**src/rtl/multicycle_ctrl_if.sv**
```systemverilog
// Memory handshake bundle between the multicycle control FSM and the
// instruction/data memories.
interface multicycle_ctrl_if;
  logic [31:0] instr;
  logic        imem_req;
  logic        imem_ack;
  logic        dmem_req;
  logic        dmem_we;
  logic        dmem_ack;

  modport master (
    output imem_req, dmem_req, dmem_we,
    input  instr, imem_ack, dmem_ack
  );

  modport slave (
    input  imem_req, dmem_req, dmem_we,
    output instr, imem_ack, dmem_ack
  );
endinterface

```
**src/rtl/multicycle_ctrl.sv**
```systemverilog
// Control FSM for the multicycle RV32I datapath: sequences fetch, decode,
// execute, memory and writeback, with a sticky trap for bad opcodes/timeouts.
module multicycle_ctrl #(
  parameter int TIMEOUT = 16,
  parameter int CNT_W   = 32
) (
  input  logic             clk,
  input  logic             rst_n,
  multicycle_ctrl_if.master mem,
  input  logic             branch_taken,
  output logic             ir_we,
  output logic             pc_we,
  output logic             pc_src,
  output logic             reg_we,
  output logic             wb_sel,
  output logic             alu_src_imm,
  output logic [1:0]       alu_op,
  output logic             trap,
  output logic [CNT_W-1:0] instret
);

  localparam logic [6:0] OPC_LOAD   = 7'b0000011;
  localparam logic [6:0] OPC_OPIMM  = 7'b0010011;
  localparam logic [6:0] OPC_STORE  = 7'b0100011;
  localparam logic [6:0] OPC_BRANCH = 7'b1100011;
  localparam logic [6:0] OPC_OP     = 7'b0110011;

  localparam int              WAIT_W    = (TIMEOUT > 1) ? $clog2(TIMEOUT) : 1;
  localparam logic [WAIT_W-1:0] WAIT_LAST = WAIT_W'(TIMEOUT - 1);

  typedef enum logic [2:0] {FETCH, DECODE, EXEC, MEM, WB, TRAP} state_t;

  state_t             state;
  state_t             state_nxt;
  logic [6:0]         opcode;
  logic [WAIT_W-1:0]  wait_cnt;
  logic               trap_q;
  logic [CNT_W-1:0]   instret_q;

  logic imem_req_c, dmem_req_c, dmem_we_c, ir_we_c, pc_we_c, pc_src_c;
  logic reg_we_c, wb_sel_c, alu_src_imm_c;
  logic [1:0] alu_op_c;
  logic wait_expired;
  logic opcode_legal;
  logic unused_instr_hi;

  assign wait_expired    = (wait_cnt == WAIT_LAST);
  assign opcode_legal    = (opcode == OPC_LOAD)   || (opcode == OPC_OPIMM) ||
                           (opcode == OPC_STORE)  || (opcode == OPC_BRANCH) ||
                           (opcode == OPC_OP);
  assign unused_instr_hi = ^mem.instr[31:7];

  // ALU setup is held through WB so the writeback sees a stable result.
  always_comb begin
    state_nxt     = state;
    imem_req_c    = 1'b0;
    dmem_req_c    = 1'b0;
    dmem_we_c     = 1'b0;
    ir_we_c       = 1'b0;
    pc_we_c       = 1'b0;
    pc_src_c      = 1'b0;
    reg_we_c      = 1'b0;
    wb_sel_c      = 1'b0;
    alu_src_imm_c = 1'b0;
    alu_op_c      = 2'b00;
    case (state)
      FETCH: begin
        imem_req_c = 1'b1;
        if (mem.imem_ack) begin
          ir_we_c   = 1'b1;
          state_nxt = DECODE;
        end else if (wait_expired) begin
          state_nxt = TRAP;
        end
      end
      DECODE: state_nxt = opcode_legal ? EXEC : TRAP;
      EXEC: begin
        case (opcode)
          OPC_LOAD, OPC_STORE: begin
            alu_src_imm_c = 1'b1;
            state_nxt     = MEM;
          end
          OPC_OPIMM: begin
            alu_src_imm_c = 1'b1;
            alu_op_c      = 2'b10;
            state_nxt     = WB;
          end
          OPC_OP: begin
            alu_op_c  = 2'b10;
            state_nxt = WB;
          end
          OPC_BRANCH: begin
            alu_op_c  = 2'b01;
            pc_we_c   = 1'b1;
            pc_src_c  = branch_taken;
            state_nxt = FETCH;
          end
          default: state_nxt = TRAP;
        endcase
      end
      MEM: begin
        dmem_req_c    = 1'b1;
        dmem_we_c     = (opcode == OPC_STORE);
        alu_src_imm_c = 1'b1;
        if (mem.dmem_ack) begin
          if (opcode == OPC_STORE) begin
            pc_we_c   = 1'b1;
            state_nxt = FETCH;
          end else begin
            state_nxt = WB;
          end
        end else if (wait_expired) begin
          state_nxt = TRAP;
        end
      end
      WB: begin
        reg_we_c      = 1'b1;
        wb_sel_c      = (opcode == OPC_LOAD);
        pc_we_c       = 1'b1;
        alu_src_imm_c = (opcode != OPC_OP);
        alu_op_c      = (opcode == OPC_LOAD) ? 2'b00 : 2'b10;
        state_nxt     = FETCH;
      end
      TRAP: state_nxt = TRAP;
      default: state_nxt = TRAP;
    endcase
    if (!rst_n) begin
      imem_req_c    = 1'b0;
      dmem_req_c    = 1'b0;
      dmem_we_c     = 1'b0;
      ir_we_c       = 1'b0;
      pc_we_c       = 1'b0;
      pc_src_c      = 1'b0;
      reg_we_c      = 1'b0;
      wb_sel_c      = 1'b0;
      alu_src_imm_c = 1'b0;
      alu_op_c      = 2'b00;
    end
  end

  // Wait counter restarts on every state change; it only ticks while stalled.
  always_ff @(posedge clk) begin
    if (!rst_n) begin
      state     <= FETCH;
      opcode    <= '0;
      wait_cnt  <= '0;
      trap_q    <= 1'b0;
      instret_q <= '0;
    end else begin
      state <= state_nxt;
      if (state == FETCH && mem.imem_ack)
        opcode <= mem.instr[6:0];
      if (state_nxt != state)
        wait_cnt <= '0;
      else if (state == FETCH || state == MEM)
        wait_cnt <= wait_cnt + 1'b1;
      if (state_nxt == TRAP)
        trap_q <= 1'b1;
      if (pc_we_c)
        instret_q <= instret_q + 1'b1;
    end
  end

  assign mem.imem_req = imem_req_c;
  assign mem.dmem_req = dmem_req_c;
  assign mem.dmem_we  = dmem_we_c;
  assign ir_we        = ir_we_c;
  assign pc_we        = pc_we_c;
  assign pc_src       = pc_src_c;
  assign reg_we       = reg_we_c;
  assign wb_sel       = wb_sel_c;
  assign alu_src_imm  = alu_src_imm_c;
  assign alu_op       = alu_op_c;
  assign trap         = trap_q;
  assign instret      = instret_q;

endmodule

```
**src/flat_wrapper.sv**
```systemverilog
// flat-port wrapper written by rule: the top's interface ports become plain ports
module multicycle_ctrl_flat 
#(
  parameter int TIMEOUT = 16,
  parameter int CNT_W   = 32
)
  (clk, rst_n, branch_taken, ir_we, pc_we, pc_src, reg_we, wb_sel, alu_src_imm, alu_op, trap, instret, mem_imem_req, mem_dmem_req, mem_dmem_we, mem_instr, mem_imem_ack, mem_dmem_ack);
  multicycle_ctrl_if mem_i ();
  input  logic clk;
  input  logic rst_n;
  input  logic branch_taken;
  output logic ir_we;
  output logic pc_we;
  output logic pc_src;
  output logic reg_we;
  output logic wb_sel;
  output logic alu_src_imm;
  output logic [1:0] alu_op;
  output logic trap;
  output logic [CNT_W-1:0] instret;
  output wire logic [$bits(mem_i.imem_req)-1:0] mem_imem_req;
  output wire logic [$bits(mem_i.dmem_req)-1:0] mem_dmem_req;
  output wire logic [$bits(mem_i.dmem_we)-1:0] mem_dmem_we;
  input wire logic [$bits(mem_i.instr)-1:0] mem_instr;
  input wire logic [$bits(mem_i.imem_ack)-1:0] mem_imem_ack;
  input wire logic [$bits(mem_i.dmem_ack)-1:0] mem_dmem_ack;
  assign mem_imem_req = mem_i.imem_req;
  assign mem_dmem_req = mem_i.dmem_req;
  assign mem_dmem_we = mem_i.dmem_we;
  assign mem_i.instr = mem_instr;
  assign mem_i.imem_ack = mem_imem_ack;
  assign mem_i.dmem_ack = mem_dmem_ack;
  multicycle_ctrl #(.TIMEOUT(TIMEOUT), .CNT_W(CNT_W)) u_core (.clk(clk), .rst_n(rst_n), .mem(mem_i), .branch_taken(branch_taken), .ir_we(ir_we), .pc_we(pc_we), .pc_src(pc_src), .reg_we(reg_we), .wb_sel(wb_sel), .alu_src_imm(alu_src_imm), .alu_op(alu_op), .trap(trap), .instret(instret));
endmodule
```
**config.mk**
```make
export PLATFORM = sky130hd
export DESIGN_NAME = multicycle_ctrl_flat
export DESIGN_NICKNAME = d
export VERILOG_FILES = /design/src/rtl/multicycle_ctrl_if.sv /design/src/rtl/multicycle_ctrl.sv /design/src/flat_wrapper.sv
export SDC_FILE = /design/constraint.sdc
export NUM_CORES = 1
export LEC_CHECK = 0
export CORE_MARGIN = 5
export CORE_UTILIZATION = 51
export DETAILED_ROUTE_END_ITERATION = 10
export PLACE_DENSITY = 0.86
export SLEW_MARGIN = 20
export SYNTH_ARGS = -nofsm -noshare
export SYNTH_HDL_FRONTEND = slang
export SYNTH_SLANG_ARGS = --single-unit
```
**constraint.sdc**
```tcl
create_clock -name clk -period 4.32 [get_ports clk]
set_input_delay 1.08 -clock clk [delete_from_list [all_inputs] [get_ports clk]]
set_output_delay 1.08 -clock clk [all_outputs]
set_load 0.02 [all_outputs]
```
-- Word-level counts from Yosys, hierarchy flattened
Index checks and enable logic that the tools add are counted.
- memory bits (read-only): 0
- RAM bits: 0
- memories: 0
- output and inout bits: 44
- latch bits: 0
- bits in registers: 47
- bitwise logic cells: 1
- shift-type cells: 0
- multipliers: 0
- div/mod/pow operators: 0
- eq/ne operators: 13
- $lt $le $gt $ge: 0
- reductions and logical operators: 11
- multiplexer cells: 35
- add/sub/neg operators: 2
- operator list (operator ; count):
    $add A32 B1 Y32 const B ; 1
    $mux W1 ; 22
    $mux W3 ; 5
    $pmux W3 S5 ; 1
    $eq A7 B6 Y1 const B ; 2
    $pmux W3 S3 ; 1
    $pmux W2 S2 ; 2
    $eq A7 B2 Y1 const B ; 1
    $eq A7 B5 Y1 const B ; 1
    $eq A7 B7 Y1 const B ; 1
    $ne A7 B6 Y1 const B ; 1
    $eq A3 B2 Y1 const B ; 2
    $eq A3 B3 Y1 const B ; 2
    $pmux W1 S3 ; 2
    $reduce_or A2 Y1 ; 3
    $logic_or A1 B1 Y1 ; 5
    $add A4 B1 Y4 const B ; 1
    $eq A4 B4 Y1 const B ; 1
    $mux W2 ; 2
    $eq A3 B1 Y1 const B ; 1
    $logic_not A3 Y1 ; 1
    $ne A3 B3 Y1 ; 1
    $reduce_or A3 Y1 ; 1
    $logic_and A1 B1 Y1 ; 1
    $not A1 Y1 ; 1

-- Logic depth before layout (Yosys ltp)
- depth in word-level cells: 9
- depth in mapped cells: 9

-- Worst setup path before layout
No wires, ideal clock.
- path kind: in2out
- start point: input rst_n
- end point: output pc_src
- required time: 3240 ps
- arrival time: 2195 ps
- stages on the path: 3
- setup slack: 1045 ps
- cells stage by stage: nand2_1 nor4_1 and2_1
- cells in the longest elaborated chain, start to end: 1
- ends and longest elaborated chain (element ; RTL line ; source):
    start: declaration ; flat_wrapper.sv:10 ; input logic rst_n;
    $mux W1 ; multicycle_ctrl.sv:127 ; if (!rst_n) begin
    end: declaration ; flat_wrapper.sv:14 ; output logic pc_src;
No other way between the ends.

-- Worst setup path in the final report
- start point: input mem_dmem_ack
- end point: output pc_we
- cells in the longest elaborated chain, start to end: 3
- ends and longest elaborated chain (element ; RTL line ; source):
    start: declaration ; flat_wrapper.sv:26 ; input wire logic [$bits(mem_i.dmem_ack)-1:0] mem_dmem_ack;
    $mux W1 ; multicycle_ctrl.sv:105 ; if (mem.dmem_ack) begin
    $pmux W1 S3 ; multicycle_ctrl.sv:66 ; case (state)
    $mux W1 ; multicycle_ctrl.sv:127 ;
    end: declaration ; flat_wrapper.sv:13 ; output logic pc_we;
No other way between the ends.

==> impl_metrics.py <==
metrics = {
    "run_status": {
        "status": "finished, final reports clean",
    },
    "drt": {
        "drt_pass1_iterations": 4,
        "drt_iter0_drc": 198,
        "routed_via_density": 5.952,
        "wl_per_cell_um": 14.97,
        "wirelength_mm": 6.601,
        "route.detailed.drc": 0,
        "ant_nets": 0,
        "num_vias": 2625,
    },
    "setup_path": {
        "r2r-start": "u_core.state[1]",
        "reg2reg_slack_ns": 1.53,
        "setup.worst_path.end": "pc_we",
        "worstPathRequired_ns": 3.24,
        "cp-startpoint": "mem_dmem_ack",
        "worstSetupPathType": "input port to primary output",
        "cp_cell_sequence": "clkdlybuf4s50_1, nand4bb_1, o31ai_1, nor2_1, nor2_1, clkdlybuf4s50_1",
        "crit_path_top_delay_cell": "clkdlybuf4s50_1",
        "crit_buf_inv": 2,
        "cp_max_fo": 3,
        "cpPeakStageDelay_ns": 0.61,
        "end_kind": "primary output",
        "r2r_end": "u_core.instret[10]",
        "crit_arrival_ns": 3.06,
        "setup.worst_path.start_class": "input port",
        "crit_family": "buffers and inverters",
        "path_depth": 6,
        "worstRegToRegCells": 5,
    },
    "placed_design": {
        "hpwl_mm": 4.806,
        "gp_congestion": 0.8311,
        "portBuffers": 55,
    },
    "pwr": {
        "power_switching_w": 0.0002210,
        "p_int_w": 0.0006805,
        "max-vdd-ir-drop_v": 0.0001562,
        "pwr-share-seq_pct": 50.9,
        "powerDensity_nw_per_um2": 269.9,
        "combPwrFrac_pct": 11.7,
        "switching_share_pct": 24.52,
        "power_frac_clock_pct": 37.4,
        "p_leak_nw": 1.035,
    },
    "clock_tree": {
        "cts_resized": 0,
        "cts_sinks": 47,
        "worstSkewPairLatency_ns": 0.30,
        "cts_buffers": 5,
        "postCtsSetupRepairBufs": 0,
        "cts_tree": "done",
        "clockBufferDepth": 2,
        "root_buffer": "clkbuf_8",
        "cts_hold_buffers": 0,
        "clk_pin_slew_ns": 0.08,
        "h-tree-depth": 2,
    },
    "logic_synthesis": {
        "ys_types": 48,
        "synth-async-reset-ratio_pct": 0,
        "ys_seq_area_share_pct": 35.91,
        "synth_compound_area_share_pct": 22.30,
        "synth_simple_gate_area_share_pct": 29.80,
        "netlist_area_um2": 2620,
        "synth.avg_cell_area_um2": 8.086,
        "yosys_warnings": 0,
        "syn_nets": 363,
        "synth.area.top_cells": "dfxtp_1, a21oi_1, o31ai_1",
        "yosysTopAreaCell": "dfxtp_1",
        "postSynthCellCount": 324,
        "ys_ff_latch": 47,
        "yosys.area.top_type_share_pct": 35.91,
        "muxShareOfSynthArea_pct": 3.486,
        "synth_top_family_by_area": "simple AND/OR/NAND/NOR gates",
        "synthMostInstantiatedCell": "dfxtp_1",
        "yosys.area_share.xor_xnor_pct": 2.674,
        "synth_flop_cell": "dfxtp_1",
        "post_synth_fa_ha_maj_area_fraction_pct": 0.9551,
        "synth_edf_count": 0,
        "synthTopCellsByCount": "dfxtp_1, a21oi_1, nand2_1, nor2_1, clkbuf_1",
    },
    "timing": {
        "drv_slew": 0,
        "finalCritPeriodShare_pct": 95.88,
        "relSlewSlack_pct": 33.45,
        "setup_violations": 0,
        "whs_ns": 0.4995,
        "rsz0062_at_grt": "false",
        "worst_slew_pin_slew_ns": 0.9957,
        "setup_tns_ns": 0,
        "fmax_mhz": 241.4,
        "skew_ns": 0.008746,
        "period_needed_ns": 4.142,
        "final_hold_viol_count": 0,
    },
    "die": {
        "coreArea_um2": 5042,
        "die_y_um": 81.68,
        "fp.dieArea_um2": 6671,
        "core.rowCount": 26,
        "die_x_um": 81.68,
        "initial_utilization_pct": 51.96,
        "ios": 81,
    },
    "layout": {
        "layout.nets": 409,
        "diodes": 0,
        "drive_above_1_share_pct": 6.199,
        "area_delta_synth_final_pct": 27.51,
    },
    "global_route": {
        "grt_pass1_wl_mm": 10.75,
        "grt.total_usage_pct": 19.96,
        "overflow": 0,
        "antenna_found_initial": 0,
        "grt_max_degree": 31,
        "grt_pass1_vias": 2446,
    },
    "flow_run": {
        "cap_violations": 0,
    },
    "worst_hold_path": {
        "worstHoldStart": "u_core.instret[31]",
        "hold_path_class": "register to register",
    },
}
-- worst min-delay path, cell delays in order (launching register included) --
cell and delay, ns:
dfxtp_1 0.33, o31ai_1 0.06, a21oi_1 0.06
-- power by group through the flow --
stage,Clock (W),Combinational [W],Sequential [W]
6_report,0.000337,0.000105,0.000459
5_1_grt,0.000362,0.000114,0.000461
4_1_cts,0.000343,0.000104,0.000459
3_5_place_dp,0,0.000103,0.000469
3_3_place_gp,0,0.000102,0.000468
2_1_floorplan,0,0.0000679,0.000464
-- per-layer routing --
metal / part of all wire (%) / up-vias / global-route usage, %
met2: 49 / 76 / 34.61
li1: - / 1299 / -
met1: 44 / 1237 / 24.28
met4: 2.0 / 0 / 7.309
met5: 0 / - / 0
met3: 4.9 / 13 / 4.167
-- metrics by stage --
stage          total power [W]  utilization (%)  instances  setup WS (ns)  area, um2
2_1_floorplan        0.0005321                -        324          1.045       2620
3_3_place_gp         0.0005700            63.67        433         0.2739       3211
3_5_place_dp         0.0005722            63.67        433         0.2654       3211
4_1_cts              0.0009061            66.01        441         0.2520       3328
5_1_grt              0.0009375            66.25        441        0.07053       3341
6_report             0.0009015            66.25        441         0.1779       3341
-- worst min path at each step --
stage	endpoint	slack, ns	depth (start not counted)
after floorplan	u_core.opcode[3]	0.45	2
after global placement	u_core.opcode[2]	0.47	2
after CTS	u_core.instret[31]	0.50	2
final	u_core.instret[31]	0.50	2
after detailed placement	u_core.opcode[2]	0.49	2
after global routing	u_core.trap	0.52	2
-- final cells by class --
cell class              instances  area, um2
inverters                       8      30.03
clock buffers                   6      82.58
fillers                       447       1702
flip-flops and latches         47      940.9
clock inverters                 2      35.03
well taps                      70      87.58
multi-input cells             248       1577
repair buffers                 60      588.1
-- sequential cells by signal, indices dropped and copies added (netlist names) --
register,flops
u_core.instret,32
u_core.opcode,7
u_core.state,3
u_core.trap,1
u_core.wait_cnt,4
-- kinds of logic (layout without fill, tap and decap cells) --
logic type / Yosys count / count (layout)
and+or+nand+nor: 134 / 134
AOI/OAI and AO/OA: 95 / 95
muxes: 9 / 9
xor gates and xnor gates: 8 / 8
buffers and inverters: 29 / 76
DFF: 47 / 47
adders and majority gates: 2 / 2
-- cells in the final DEF, fill, tap and decap left out, drive strengths merged, types with 3 or more instances in the layout --
cell type and n:
a31oi 4, and3 3, or3 14, nand2 24
nor4 7, inv 8, xor2 3, dfxtp 47
nor2 23, nand2b 6, or4b 4, clkdlybuf4s50 55
buf 5, clkbuf 6, a21oi 37, o31ai 13
o21ai 21, nor2b 6, nand4 8, o21a 5
nand3 11, a21o 3, and2 3, or4 10
mux2i 8, xnor2 5, nor3 5
Power figures use the tool's default switching activity.
